$ cat src/rtl/phy_pkg.sv
// -----------------------------------------------------------------------------
// phy_pkg
//  Shared definitions for the PHY receive lane:
//   - default COMMA / IDLE characters and the default lock threshold
//   - receive synchroniser state encoding
//   - is_fill(): true for characters that are framed but never reported as data
// No ports (package).
// -----------------------------------------------------------------------------
package phy_pkg;

   localparam logic [7:0] COMMA_DEF      = 8'hBC;
   localparam logic [7:0] IDLE_DEF       = 8'h7C;
   localparam int         LOCK_COUNT_DEF = 4;

   typedef enum logic [1:0] {
      HUNT   = 2'd0,
      ALIGN  = 2'd1,
      LOCKED = 2'd2
   } state_t;

   function automatic logic is_fill(input logic [7:0] b,
                                    input logic [7:0] comma,
                                    input logic [7:0] idle);
      return (b == comma) || (b == idle);
   endfunction

endpackage

$ cat src/rtl/phy_rx_sync_ctrl_if.sv
// -----------------------------------------------------------------------------
// phy_rx_sync_ctrl_if
//  Bundles the serial input, the framed byte output and the lock status of the
//  receive synchroniser.
//   data_in      serial bit from the rx flop stage
//   resync       synchronous request to drop lock and go back to HUNT
//   data_out     last framed data byte
//   valid_out    one-cycle pulse, data_out carries a new data byte
//   active       lane locked
//   comma_cnt    aligned COMMAs counted in ALIGN
//   state_dbg    FSM state, for observation only
//   bit_cnt_dbg  bit position inside the current byte, for observation only
//   sr_dbg       raw shift register contents, for observation only
//  Handshake: valid_out is a strobe without backpressure. The consumer must
//  capture data_out in the cycle valid_out is high; there is no ready.
//  Modports: slave = synchroniser side, master = upstream/downstream side.
// -----------------------------------------------------------------------------
interface phy_rx_sync_ctrl_if;
   import phy_pkg::*;

   logic       data_in;
   logic       resync;
   logic [7:0] data_out;
   logic       valid_out;
   logic       active;
   logic [3:0] comma_cnt;
   state_t     state_dbg;
   logic [2:0] bit_cnt_dbg;
   logic [7:0] sr_dbg;

   modport slave (
      input  data_in, resync,
      output data_out, valid_out, active, comma_cnt,
             state_dbg, bit_cnt_dbg, sr_dbg
   );

   modport master (
      output data_in, resync,
      input  data_out, valid_out, active, comma_cnt,
             state_dbg, bit_cnt_dbg, sr_dbg
   );

endinterface

$ cat src/rtl/phy_rx_shift8.sv
// -----------------------------------------------------------------------------
// phy_rx_shift8
//  8-bit serial-in shift register, MSB first. Shifts one bit per clk_8f edge
//  regardless of the state of the consumer.
//   clk_8f  in   bit clock
//   reset   in   asynchronous active-low clear
//   din     in   serial bit
//   sr      out  registered history of the last 8 bits
//   cand    out  byte that would be in sr after this edge: {sr[6:0], din}
// -----------------------------------------------------------------------------
module phy_rx_shift8 (
   input  logic       clk_8f,
   input  logic       reset,
   input  logic       din,
   output logic [7:0] sr,
   output logic [7:0] cand
);

   // cand is combinational so a character is recognised on the very edge that
   // samples its last bit.
   assign cand = {sr[6:0], din};

   always_ff @(posedge clk_8f or negedge reset) begin
      if (!reset) sr <= 8'h00;
      else        sr <= cand;
   end

endmodule

$ cat src/rtl/phy_rx_sync_ctrl.sv
// -----------------------------------------------------------------------------
// phy_rx_sync_ctrl
//  Receive synchroniser for the PHY serial lane. Hunts for COMMA at any bit
//  offset, confirms LOCK_COUNT byte-aligned COMMAs, then frames the stream into
//  bytes and strobes every byte that is neither COMMA nor IDLE.
//   clk_8f  in   bit clock, one serial bit per rising edge
//   reset   in   asynchronous active-low reset
//   bus     slave modport of phy_rx_sync_ctrl_if (see interface header)
//  Parameters: COMMA, IDLE (characters), LOCK_COUNT (1..15).
// -----------------------------------------------------------------------------
module phy_rx_sync_ctrl
   import phy_pkg::*;
#(
   parameter logic [7:0] COMMA      = COMMA_DEF,
   parameter logic [7:0] IDLE       = IDLE_DEF,
   parameter int         LOCK_COUNT = LOCK_COUNT_DEF
) (
   input  logic                   clk_8f,
   input  logic                   reset,
   phy_rx_sync_ctrl_if.slave      bus
);

   localparam logic [3:0] LOCK_CNT4 = 4'(LOCK_COUNT);

   logic [7:0] sr;
   logic [7:0] cand;

   state_t     state, state_nxt;
   logic [2:0] bit_cnt, bit_cnt_nxt;
   logic [3:0] comma_cnt, comma_nxt;
   logic       active_q, active_nxt;
   logic [7:0] data_q, data_nxt;
   logic       valid_q, valid_nxt;
   logic       byte_done;

   phy_rx_shift8 u_shift (
      .clk_8f (clk_8f),
      .reset  (reset),
      .din    (bus.data_in),
      .sr     (sr),
      .cand   (cand)
   );

   // bit_cnt==7 means the current edge samples the LSB, so cand is a whole
   // byte aligned to the framing established by the first COMMA.
   assign byte_done = (bit_cnt == 3'd7);

   always_comb begin
      state_nxt   = state;
      bit_cnt_nxt = bit_cnt + 3'd1;
      comma_nxt   = comma_cnt;
      active_nxt  = active_q;
      data_nxt    = data_q;
      valid_nxt   = 1'b0;

      if (bus.resync) begin
         // Wins over a byte completing on the same edge.
         state_nxt   = HUNT;
         bit_cnt_nxt = 3'd0;
         comma_nxt   = 4'd0;
         active_nxt  = 1'b0;
      end else begin
         case (state)
            HUNT: begin
               bit_cnt_nxt = 3'd0;
               if (cand == COMMA) begin
                  // The COMMA's LSB lands on this edge: the next bit starts a byte.
                  comma_nxt = 4'd1;
                  if (LOCK_CNT4 == 4'd1) begin
                     state_nxt  = LOCKED;
                     active_nxt = 1'b1;
                  end else begin
                     state_nxt = ALIGN;
                  end
               end
            end
            ALIGN: begin
               if (byte_done) begin
                  if (cand == COMMA) begin
                     comma_nxt = comma_cnt + 4'd1;
                     if (comma_cnt + 4'd1 == LOCK_CNT4) begin
                        state_nxt  = LOCKED;
                        active_nxt = 1'b1;
                     end
                  end else begin
                     state_nxt   = HUNT;
                     bit_cnt_nxt = 3'd0;
                     comma_nxt   = 4'd0;
                  end
               end
            end
            LOCKED: begin
               // In-band characters never drop lock; fill characters are
               // swallowed without touching data_out.
               if (byte_done && !is_fill(cand, COMMA, IDLE)) begin
                  data_nxt  = cand;
                  valid_nxt = 1'b1;
               end
            end
            default: begin
               state_nxt   = HUNT;
               bit_cnt_nxt = 3'd0;
               comma_nxt   = 4'd0;
               active_nxt  = 1'b0;
            end
         endcase
      end
   end

   always_ff @(posedge clk_8f or negedge reset) begin
      if (!reset) begin
         state     <= HUNT;
         bit_cnt   <= 3'd0;
         comma_cnt <= 4'd0;
         active_q  <= 1'b0;
         data_q    <= 8'h00;
         valid_q   <= 1'b0;
      end else begin
         state     <= state_nxt;
         bit_cnt   <= bit_cnt_nxt;
         comma_cnt <= comma_nxt;
         active_q  <= active_nxt;
         data_q    <= data_nxt;
         valid_q   <= valid_nxt;
      end
   end

   assign bus.data_out    = data_q;
   assign bus.valid_out   = valid_q;
   assign bus.active      = active_q;
   assign bus.comma_cnt   = comma_cnt;
   assign bus.state_dbg   = state;
   assign bus.bit_cnt_dbg = bit_cnt;
   assign bus.sr_dbg      = sr;

endmodule

$ cat src/flat_wrapper.sv
// flat-port wrapper written by rule: the top's interface ports become plain ports
module phy_rx_sync_ctrl_flat import phy_pkg::*;
#(
   parameter logic [7:0] COMMA      = COMMA_DEF,
   parameter logic [7:0] IDLE       = IDLE_DEF,
   parameter int         LOCK_COUNT = LOCK_COUNT_DEF
)
  (clk_8f, reset, bus_data_in, bus_resync, bus_data_out, bus_valid_out, bus_active, bus_comma_cnt, bus_state_dbg, bus_bit_cnt_dbg, bus_sr_dbg);
  phy_rx_sync_ctrl_if bus_i ();
  input  logic clk_8f;
  input  logic reset;
  input wire logic [$bits(bus_i.data_in)-1:0] bus_data_in;
  input wire logic [$bits(bus_i.resync)-1:0] bus_resync;
  output wire logic [$bits(bus_i.data_out)-1:0] bus_data_out;
  output wire logic [$bits(bus_i.valid_out)-1:0] bus_valid_out;
  output wire logic [$bits(bus_i.active)-1:0] bus_active;
  output wire logic [$bits(bus_i.comma_cnt)-1:0] bus_comma_cnt;
  output wire logic [$bits(bus_i.state_dbg)-1:0] bus_state_dbg;
  output wire logic [$bits(bus_i.bit_cnt_dbg)-1:0] bus_bit_cnt_dbg;
  output wire logic [$bits(bus_i.sr_dbg)-1:0] bus_sr_dbg;
  assign bus_i.data_in = bus_data_in;
  assign bus_i.resync = bus_resync;
  assign bus_data_out = bus_i.data_out;
  assign bus_valid_out = bus_i.valid_out;
  assign bus_active = bus_i.active;
  assign bus_comma_cnt = bus_i.comma_cnt;
  assign bus_state_dbg = bus_i.state_dbg;
  assign bus_bit_cnt_dbg = bus_i.bit_cnt_dbg;
  assign bus_sr_dbg = bus_i.sr_dbg;
  phy_rx_sync_ctrl #(.COMMA(COMMA), .IDLE(IDLE), .LOCK_COUNT(LOCK_COUNT)) u_core (.clk_8f(clk_8f), .reset(reset), .bus(bus_i));
endmodule
$ cat config.mk
export PLATFORM = sky130hd
export DESIGN_NAME = phy_rx_sync_ctrl_flat
export DESIGN_NICKNAME = d
export VERILOG_FILES = /design/src/rtl/phy_pkg.sv /design/src/rtl/phy_rx_sync_ctrl_if.sv /design/src/rtl/phy_rx_shift8.sv /design/src/rtl/phy_rx_sync_ctrl.sv /design/src/flat_wrapper.sv
export SDC_FILE = /design/constraint.sdc
export NUM_CORES = 1
export LEC_CHECK = 0
export BUFFER_PORTS_ARGS = -buffer_cell sky130_fd_sc_hd__clkbuf_2
export CAP_MARGIN = 20
export CORE_ASPECT_RATIO = 1.2
export CORE_MARGIN = 2
export CORE_UTILIZATION = 35
export DETAILED_ROUTE_END_ITERATION = 8
export PLACE_DENSITY_LB_ADDON = 0.12
export SETUP_SLACK_MARGIN = 0.15
export SLEW_MARGIN = 20
export SYNTH_ARGS = -nofsm -noshare
export SYNTH_HDL_FRONTEND = slang
export SYNTH_SLANG_ARGS = --single-unit
$ cat constraint.sdc
create_clock -name clk_8f -period 2.5 [get_ports clk_8f]
set_clock_uncertainty 0.15 [all_clocks]
set_input_delay 0.375 -clock clk_8f [delete_from_list [all_inputs] [get_ports clk_8f]]
set_output_delay 0.375 -clock clk_8f [all_outputs]
set_load 0.05 [all_outputs]
# Yosys cells after proc, flatten, opt, wreduce, memory -nomap -nowiden
# Index checks and enable logic that the tools add are counted.
[classes]
add_sub_neg = 2
n_eq_ne = 13
mux = 23
bitwise_logic = 1
reduce_logical = 9
[op_table]
columns = ["cell", "n"]
rows = [
  ["two-way mux 4 bit", 4],
  ["inequality test 3 x 2 -> 1 bit, second input constant", 4],
  ["one-hot mux 4 bit (3 select lines)", 1],
  ["two-way mux 2 bit", 5],
  ["two-way mux 3 bit", 3],
  ["== test 8 x 7 -> 1 bit, second input constant", 1],
  ["== test 8 bit, second input constant", 1],
  ["AND reduction 4 bit", 2],
  ["two-way mux 1 bit", 7],
  ["one-hot mux 2 bit (3 select lines)", 1],
  ["one-hot mux 3 bit (2 select lines)", 1],
  ["AND reduction 3 bit", 2],
  ["adder 4 x 1 -> 4 bit, second input constant", 1],
  ["== test 4 x 3 -> 1 bit, second input constant", 1],
  ["inequality test 4 x 3 -> 1 bit, second input constant", 1],
  ["adder 3 x 1 -> 3 bit, second input constant", 1],
  ["== test 3 bit, second input constant", 1],
  ["== test 2 x 1 -> 1 bit, second input constant", 1],
  ["== test 2 bit, second input constant", 1],
  ["logical NOT 2 bit", 1],
  ["inequality test 2 x 1 -> 1 bit, second input constant", 1],
  ["inequality test 2 bit, second input constant", 1],
  ["one-hot mux 1 bit (2 select lines)", 1],
  ["OR reduction 2 bit", 1],
  ["other kinds (4)", 4],
]
[totals]
register_bits = 27
input_bits = 4
output_inout_bits = 27
word_cells = 55

# Depth between registers and ports, before layout
# Gate-level depths: netlist (run 1).
[depth]
depth_word = 7
mapped_depth = 7
mapped_depth_nobuf = 6

# Modules after synthesis
# A second synthesis (run 1) with hierarchy kept.
[unflattened]
cells_unflattened = 104
area_unflattened_um2 = 1256.2
[modules_own_cells]
columns = ["mod", "n_inst", "cells_per_inst", "area_each_um2", "seq_area_each_um2"]
rows = [
  ["phy_rx_sync_ctrl", 1, 88, 996.0, 475.5],
  ["phy_rx_shift8", 1, 16, 260.2, 200.2],
]

# Least setup slack after synthesis (run 1)
# No wires, ideal clock.
[synth_path]
kind = "register to register"
from = "register u_core.u_shift.sr[5]"
to = "register u_core.comma_cnt[1], in the netlist u_core.bus.comma_cnt[1]"
setup_time_ns = 0.125
arrival_ns = 2.032
required_ns = 2.225
path_slack_ns = 0.193
stages_incl_launch_ff = 5
n_path_buf = 0
synth_period_minus_slack_ns = 2.307
cell_sequence = "dfrtp_1 > or4b_4 > o211ai_1 > and2_4 > mux2_2"
[synth_via]
elab_chain_cells = 5
word_cells_on_any_way = 7
classes_between = "eq/ne: 2; mux: 4; reduce/logical: 1"
[synth_lines]
columns = ["element", "line", "source"]
rows = [
  ["start: declaration", "phy_rx_shift8.sv:15", "output logic [7:0] sr,"],
  ["start signal: assignment", "phy_rx_shift8.sv:25", "else sr <= cand;"],
  ["== test 8 bit *", "phy_rx_sync_ctrl.sv:66, phy_rx_sync_ctrl.sv:79", ""],
  ["two-way mux 4 bit", "phy_rx_sync_ctrl.sv:79", "if (cand == COMMA) begin"],
  ["two-way mux 4 bit", "phy_rx_sync_ctrl.sv:78", "if (byte_done) begin"],
  ["one-hot mux 4 bit (3 select lines)", "phy_rx_sync_ctrl.sv:63", "case (state)"],
  ["two-way mux 4 bit", "phy_rx_sync_ctrl.sv:56", "if (bus.resync) begin"],
  ["end signal: assignment", "phy_rx_sync_ctrl.sv:121", "comma_cnt <= comma_nxt;"],
  ["end: declaration", "phy_rx_sync_ctrl.sv:30", "logic [3:0] comma_cnt, comma_nxt;"],
]
# Every way passes the cells marked *; elsewhere a longest branch is shown, timed or not. The select of a mux whose other input is x is not followed.
# A chain may end at the register's enable or synchronous reset.

# Worst setup path in the final report (run 1)
[layout_path]
from = "register u_core.state[1], in the netlist u_core.bus.state_dbg[1]"
to = "register u_core.comma_cnt[1], in the netlist u_core.bus.comma_cnt[1]"
[layout_via]
elab_chain_cells = 3
word_cells_on_any_way = 9
classes_between = "eq/ne: 5; mux: 2; reduce/logical: 2"
[layout_lines]
columns = ["element", "line", "source"]
rows = [
  ["start: declaration", "phy_rx_sync_ctrl.sv:28", "state_t state, state_nxt;"],
  ["start signal: assignment", "phy_rx_sync_ctrl.sv:119", "state <= state_nxt;"],
  ["== test 2 x 1 -> 1 bit, or another cell as far along", "phy_rx_sync_ctrl.sv:63", ""],
  ["inequality test 3 x 2 -> 1 bit (no source line), or another cell as far along", "--", ""],
  ["AND reduction 3 bit (no source line) / two-way mux 4 bit (equally long branches)", "--", ""],
]
# Several ways; a longest one is shown, not always the timed one.

==> results of run 1 <==
==> power by group <==
part           switching, mW  internal, mW
Clock                  0.131         0.114
Combinational         0.0864        0.0326
Sequential            0.0151         0.449
Total                  0.233         0.596
==> worst register-to-register path: stages, from the launching register on <==
cell,delay [ns]
dfrtp_1,0.40
inv_1,0.08
ha_1,0.20
nor2b_1,0.15
o21ai_0,0.41
and2_4,0.27
mux2_2,0.34
==> kinds of logic after synthesis <==
logic type	Yosys count	synth area share, %
and+or+nand+nor	22	12.74
DFF	27	57.33
adders and majority gates	7	7.431
muxes	9	8.599
AOI/OAI and AO/OA	19	11.15
xor gates and xnor gates	1	0.7432
buffers and inverters	6	2.017
==> stage by stage <==
| stage | worst slack [ns] | instance area [sq um] | power, mW |
|---|---|---|---|
| after CTS | 0.3911 | 1423 | 0.8409 |
| after global routing | 0.2393 | 1423 | 0.8714 |
| after global placement | 0.4196 | 1378 | 0.5921 |
| after floorplan | 0.1934 | 1179 | 0.5527 |
| after detailed placement | 0.4050 | 1378 | 0.5939 |
| final | 0.4045 | 1423 | 0.8284 |
==> cell usage after synthesis (2+ instances only) <==
library cell   n
dfrtp_1       27
mux2_2         9
ha_1           7
inv_1          5
o211ai_1       4
a21oi_1        3
nor2_1         3
a31oi_1        2
nor2b_1        2
nor3_1         2
nor3b_1        2
o21a_1         2
o21ai_0        2
o31ai_1        2
==> layer usage <==
metal  GRT usage [%]  routed length, um  part of all wire, %
met2           23.28               1167                   50
met3           2.874                 86                  3.7
met5               0                  0                    0
met4           5.233                 38                  1.6
met1           16.61               1051                   45
==> worst paths after layout <==
path / from / endpoint / slack [ns] / cells past startpoint
max in group asynchronous: reset / u_core.bus.data_out[5] / 1.80 / 1
max: u_core.bus.state_dbg[1] / u_core.bus.comma_cnt[1] / 0.40 / 6
min reg2reg: u_core.u_shift.sr[1] / u_core.u_shift.sr[2] / 0.28 / 0
max reg2reg: u_core.bus.state_dbg[1] / u_core.bus.comma_cnt[1] / 0.40 / 6
min: reset / u_core.bus.comma_cnt[3] / -0.03 / 1
min in group clk_8f: bus_data_in / u_core.u_shift.sr[0] / 0.11 / 1
==> flip-flops by register name (all words and copies together), names as in the netlist <==
signal and cells:
u_core.bus.active 1, u_core.bus.bit_cnt_dbg 3, u_core.bus.comma_cnt 4, u_core.bus.data_out 8, u_core.bus.state_dbg 2, u_core.bus.valid_out 1
u_core.u_shift.sr 8
==> cell type report <==
cell class | instances | area, sq um
Fill cell | 326 | 1858
Sequential cell | 27 | 675.6
Multi-Input combinational cell | 58 | 479.2
Timing Repair Buffer | 31 | 157.7
Tap cell | 37 | 46.29
Clock buffer | 4 | 45.04
Inverter | 5 | 18.77
==> results.cfg, run 1 <==
[setup_path]
critical_path.slowest_cell = o21ai_0
critical-path-max-stage-delay_ns = 0.41
worst_setup_path_start_kind = flip-flop
crit_buf_inv = 1
path_class = flip-flop to flip-flop
maximum_fanout_count_along_the_critical_path = 5
critPathCaptureType = flip-flop
path_delay_family = simple AND/OR/NAND/NOR gates
path_cells = inv_1 -> ha_1 -> nor2b_1 -> o21ai_0 -> and2_4 -> mux2_2
data_required_time_at_the_worst_endpoint_ns = 2.51
cp_data_arrival_time_ns = 2.11

[grt]
first_global_vias = 841
grt_max_degree = 28
globalRouteTotalUtil_pct = 13.51
overflow = 0
antenna_found_initial = 0
first_pass_grt_wire_length_um = 3960

[layout]
antenna_cells_inserted = 0
most-common-layout-cells = clkbuf_2 (30), dfrtp_1 (27), mux2_2 (9)
area_growth_pct = 20.70
design.final.nets = 137
post_route_cells_drive_above_1_share_pct = 37.60
finalNonFillerCells = 162
final_common_cell = clkbuf_2
finish.utilization_pct = 43.36

[detailed_routing]
route.detailed.drc = 0
antenna_left = 0
drt_pre_antenna_iters = 4
dr.first_iter.drc_count = 13
viasPerCell = 5.123
vias = 830
route.final.wire_length_um = 2344
drt-wirelength-per-cell_um = 14.47

[clock_network]
cts_buf_count = 3
clock_latency_ns = 0.27
cts-root-buf = clkbuf_8
cts_tree = built
cts_hold_buf = 0
post-cts-setup-buffer-count = 0
clkTransAtPathRegs_ns = 0.09
clock_tree.buffer_depth = 2
cts.htree.levels = 1
cts_repair_resize_count = 0
clkSinkCount = 27

[timing]
report.final.hold_viol_count = 27
setup_viol = 0
maxSlewHeadroom_pct = 51.71
timing.hold.ws_ns = -0.03021
post-route-min-period_ns = 2.096
setup_repair_after_global_routing_missed_its_margin = no
worst-slew-pin-transition_ns = 0.7205
final.period_utilization_pct = 83.82
maxClockFrequency_ghz = 0.4772
timing.setup.tns_ns = 0
drv_slew = 0

[synth]
synthDominantAreaCellType = dfrtp_1
synth_seq_area_share_pct = 57.32
synth_cell_types = 33
netlist_instances = 91
syn-cell-area_sq_um = 1179
syn_area_per_cell_sq_um = 12.95
synth_top_flop_cell = dfrtp_1
synth-seq-cells = 27
post-synth-top-area-fraction_pct = 57.32
synthTopCellsByArea = dfrtp_1 (57%), mux2_2 (8.6%), ha_1 (7.4%), o211ai_1 (2.5%), inv_1 (1.6%)
mappedNetlistNets = 102
synth_async_sr_flop_share_pct = 100.0
ys.warnings.count = 0
number_of_flops_mapped_to_enable_cells_by_yosys = 0

[power]
cellPowerDensity_nw_per_um2 = 582.3
p_leak_nw = 0.7209
ir_drop_mv = 0.3512

[run_status]
status = finished with violations
failed_checks = hold timing

[floorplan]
floorplan.die.width_um = 56.98
initial_utilization_pct = 35.93
core_region_area_sq_um = 3281
placement_rows = 23
die_h_um = 67.57
die_area_sq_um = 3850
i_o_pin_cnt = 31

[placement]
dpl.hpwl_um = 1762
placed_cells_incl_taps = 158
port_buffers = 30
gpl.final_weighted_congestion = 0.7228

[job]
maxCapViolations = 0

[worst_hold_path]
worstHoldPathType = input pin to asynchronous set/reset pin
Power figures use the tool's default switching activity.
==> inputs of run 2 (changes only) <==
==> constraint.sdc (replaced) <==
create_clock -name clk_8f -period 2.05 [get_ports clk_8f]
set_clock_uncertainty 0.15 [all_clocks]
set_input_delay 0.3075 -clock clk_8f [delete_from_list [all_inputs] [get_ports clk_8f]]
set_output_delay 0.3075 -clock clk_8f [all_outputs]
set_load 0.05 [all_outputs]
==> run 2 against run 1 <==
The run now ends clean. Count of clock-buffer cells in the layout stayed put. Utilization is 3.3 points higher. Combinational power is 37% higher. Die area stayed put. Worst setup slack worse by 0.27 ns. Critical path type unchanged. Highest routed layer unchanged.
==> results.cfg, run 2 (synthesized netlist as in run 1, its figures left out) <==
[detailed_routing]
drt-wirelength-per-cell_um = 13.09
route.final.wire_length_um = 2238
route.detailed.drc = 0
dr.first_iter.drc_count = 15
antenna_left = 0
vias = 871
viasPerCell = 5.094
drt_pre_antenna_iters = 4

[floorplan]
initial_utilization_pct = 35.93
i_o_pin_cnt = 31
die_h_um = 67.57
die_area_sq_um = 3850
floorplan.die.width_um = 56.98
placement_rows = 23
core_region_area_sq_um = 3281

[clock_network]
clock_latency_ns = 0.26
cts-root-buf = clkbuf_8
cts.htree.levels = 1
cts_tree = built
clock_tree.buffer_depth = 2
clkSinkCount = 27
cts_buf_count = 3
clkTransAtPathRegs_ns = 0.09

[worst_hold_path]
worstHoldPathType = input pin to flip-flop

[layout]
final_cell_area_sq_um = 1531
area_growth_pct = 29.94
antenna_cells_inserted = 0
design.final.nets = 146
post_route_cells_drive_above_1_share_pct = 52.24
finish.utilization_pct = 46.68
final.fill_count = 330
final_common_cell = clkbuf_2
most-common-layout-cells = clkbuf_2 (30), dfrtp_1 (15), dfrtp_2 (12)

[timing]
final.period_utilization_pct = 93.50
maxSlewHeadroom_pct = 56.19
setup_viol = 0
worst-slew-pin-transition_ns = 0.6572
post-route-min-period_ns = 1.917
report.final.hold_viol_count = 0
final_critical_path_setup_slack_ns = 0.1333
drv_slew = 0
maxClockFrequency_ghz = 0.5217
setup_repair_after_global_routing_missed_its_margin = yes
timing.setup.tns_ns = 0

[run_status]
status = finished clean

[setup_path]
path_class = flip-flop to flip-flop
worst_setup_path_start_kind = flip-flop
maximum_fanout_count_along_the_critical_path = 4
critPathCaptureType = flip-flop
data_required_time_at_the_worst_endpoint_ns = 2.06
cp_data_arrival_time_ns = 1.92

[power]
ir_drop_mv = 0.3621
cellPowerDensity_nw_per_um2 = 666.7
p_leak_nw = 0.7500
design_power_total_mw = 1.021

[grt]
grt_max_degree = 28
globalRouteTotalUtil_pct = 12.50
antenna_found_initial = 0
overflow = 0
first_global_vias = 844
first_pass_grt_wire_length_um = 3705

[placement]
port_buffers = 30
detailedPlace.worstSlack_ns = 0.06191
gpl.final_weighted_congestion = 0.7843
placedInstanceArea_sq_um = 1425
dpl.hpwl_um = 1682

[job]
maxCapViolations = 0
## run 2: area by class of cell
type	count	area [sq um]	share of cell area, %
Tap cell	37	46.29	3.023
Inverter	5	18.77	1.225
Sequential cell	27	690.7	45.10
Timing Repair Buffer	40	227.7	14.87
Clock buffer	4	45.04	2.941
Multi-Input combinational cell	58	503.0	32.84
## run 2: worst paths after layout
check | from | end | slack (ns) | depth (start not counted)
setup / recovery | u_core.u_shift.sr[0] | u_core.bus.comma_cnt[1] | 0.13 | 4
hold / removal | bus_data_in | u_core.u_shift.sr[0] | 0.04 | 1
setup reg to reg | u_core.u_shift.sr[0] | u_core.bus.comma_cnt[1] | 0.13 | 4
hold reg to reg | u_core.u_shift.sr[1] | u_core.u_shift.sr[2] | 0.27 | 0
max in group asynchronous | reset | u_core.bus.bit_cnt_dbg[1] | 0.84 | 2
min in group asynchronous | reset | u_core.bus.comma_cnt[3] | 0.44 | 2
## run 2: power by group
| group | switching [mW] | internal [mW] | total, mW |
|---|---|---|---|
| logic | 0.111 | 0.0518 | 0.163 |
| registers | 0.0160 | 0.550 | 0.566 |
| clock network | 0.153 | 0.139 | 0.292 |
| total | 0.280 | 0.741 | 1.02 |
## run 2: what timing repair did
| action | in CTS | in global routing |
|---|---|---|
| gates resized for setup | 1 | 2 |
| endpoints found under the hold margin | 27 | 0 |
| buffers inserted | 4 | 1 |
| endpoints found under the setup margin | 11 | 11 |
| hold buffers | 1 | 0 |
| pin swaps | 2 | 0 |
## run 2: worst max-delay path, cell delays in order, from the launching register on
cell	delay [ns]
dfrtp_2	0.41
or4b_4	0.53
o211ai_1	0.22
and2_4	0.21
mux2_4	0.29
## run 2: per-layer routing
| metal | GRT usage (%) | wire [um] | vias up |
|---|---|---|---|
| li1 | - | - | 418 |
| met1 | 15.90 | 1039 | 427 |
| met2 | 20.55 | 1068 | 22 |
| met3 | 2.874 | 93 | 4 |
| met4 | 5.233 | 36 | 0 |
| met5 | 0 | 0 | - |
## run 2: through the flow
stage | std cells | hold slack (ns)
3_5_place_dp | 161 | 0.2273
2_1_floorplan | 91 | -0.1381
5_1_grt | 171 | 0.02958
6_report | 171 | 0.04325
4_1_cts | 170 | 0.02592
3_3_place_gp | 161 | 0.2246
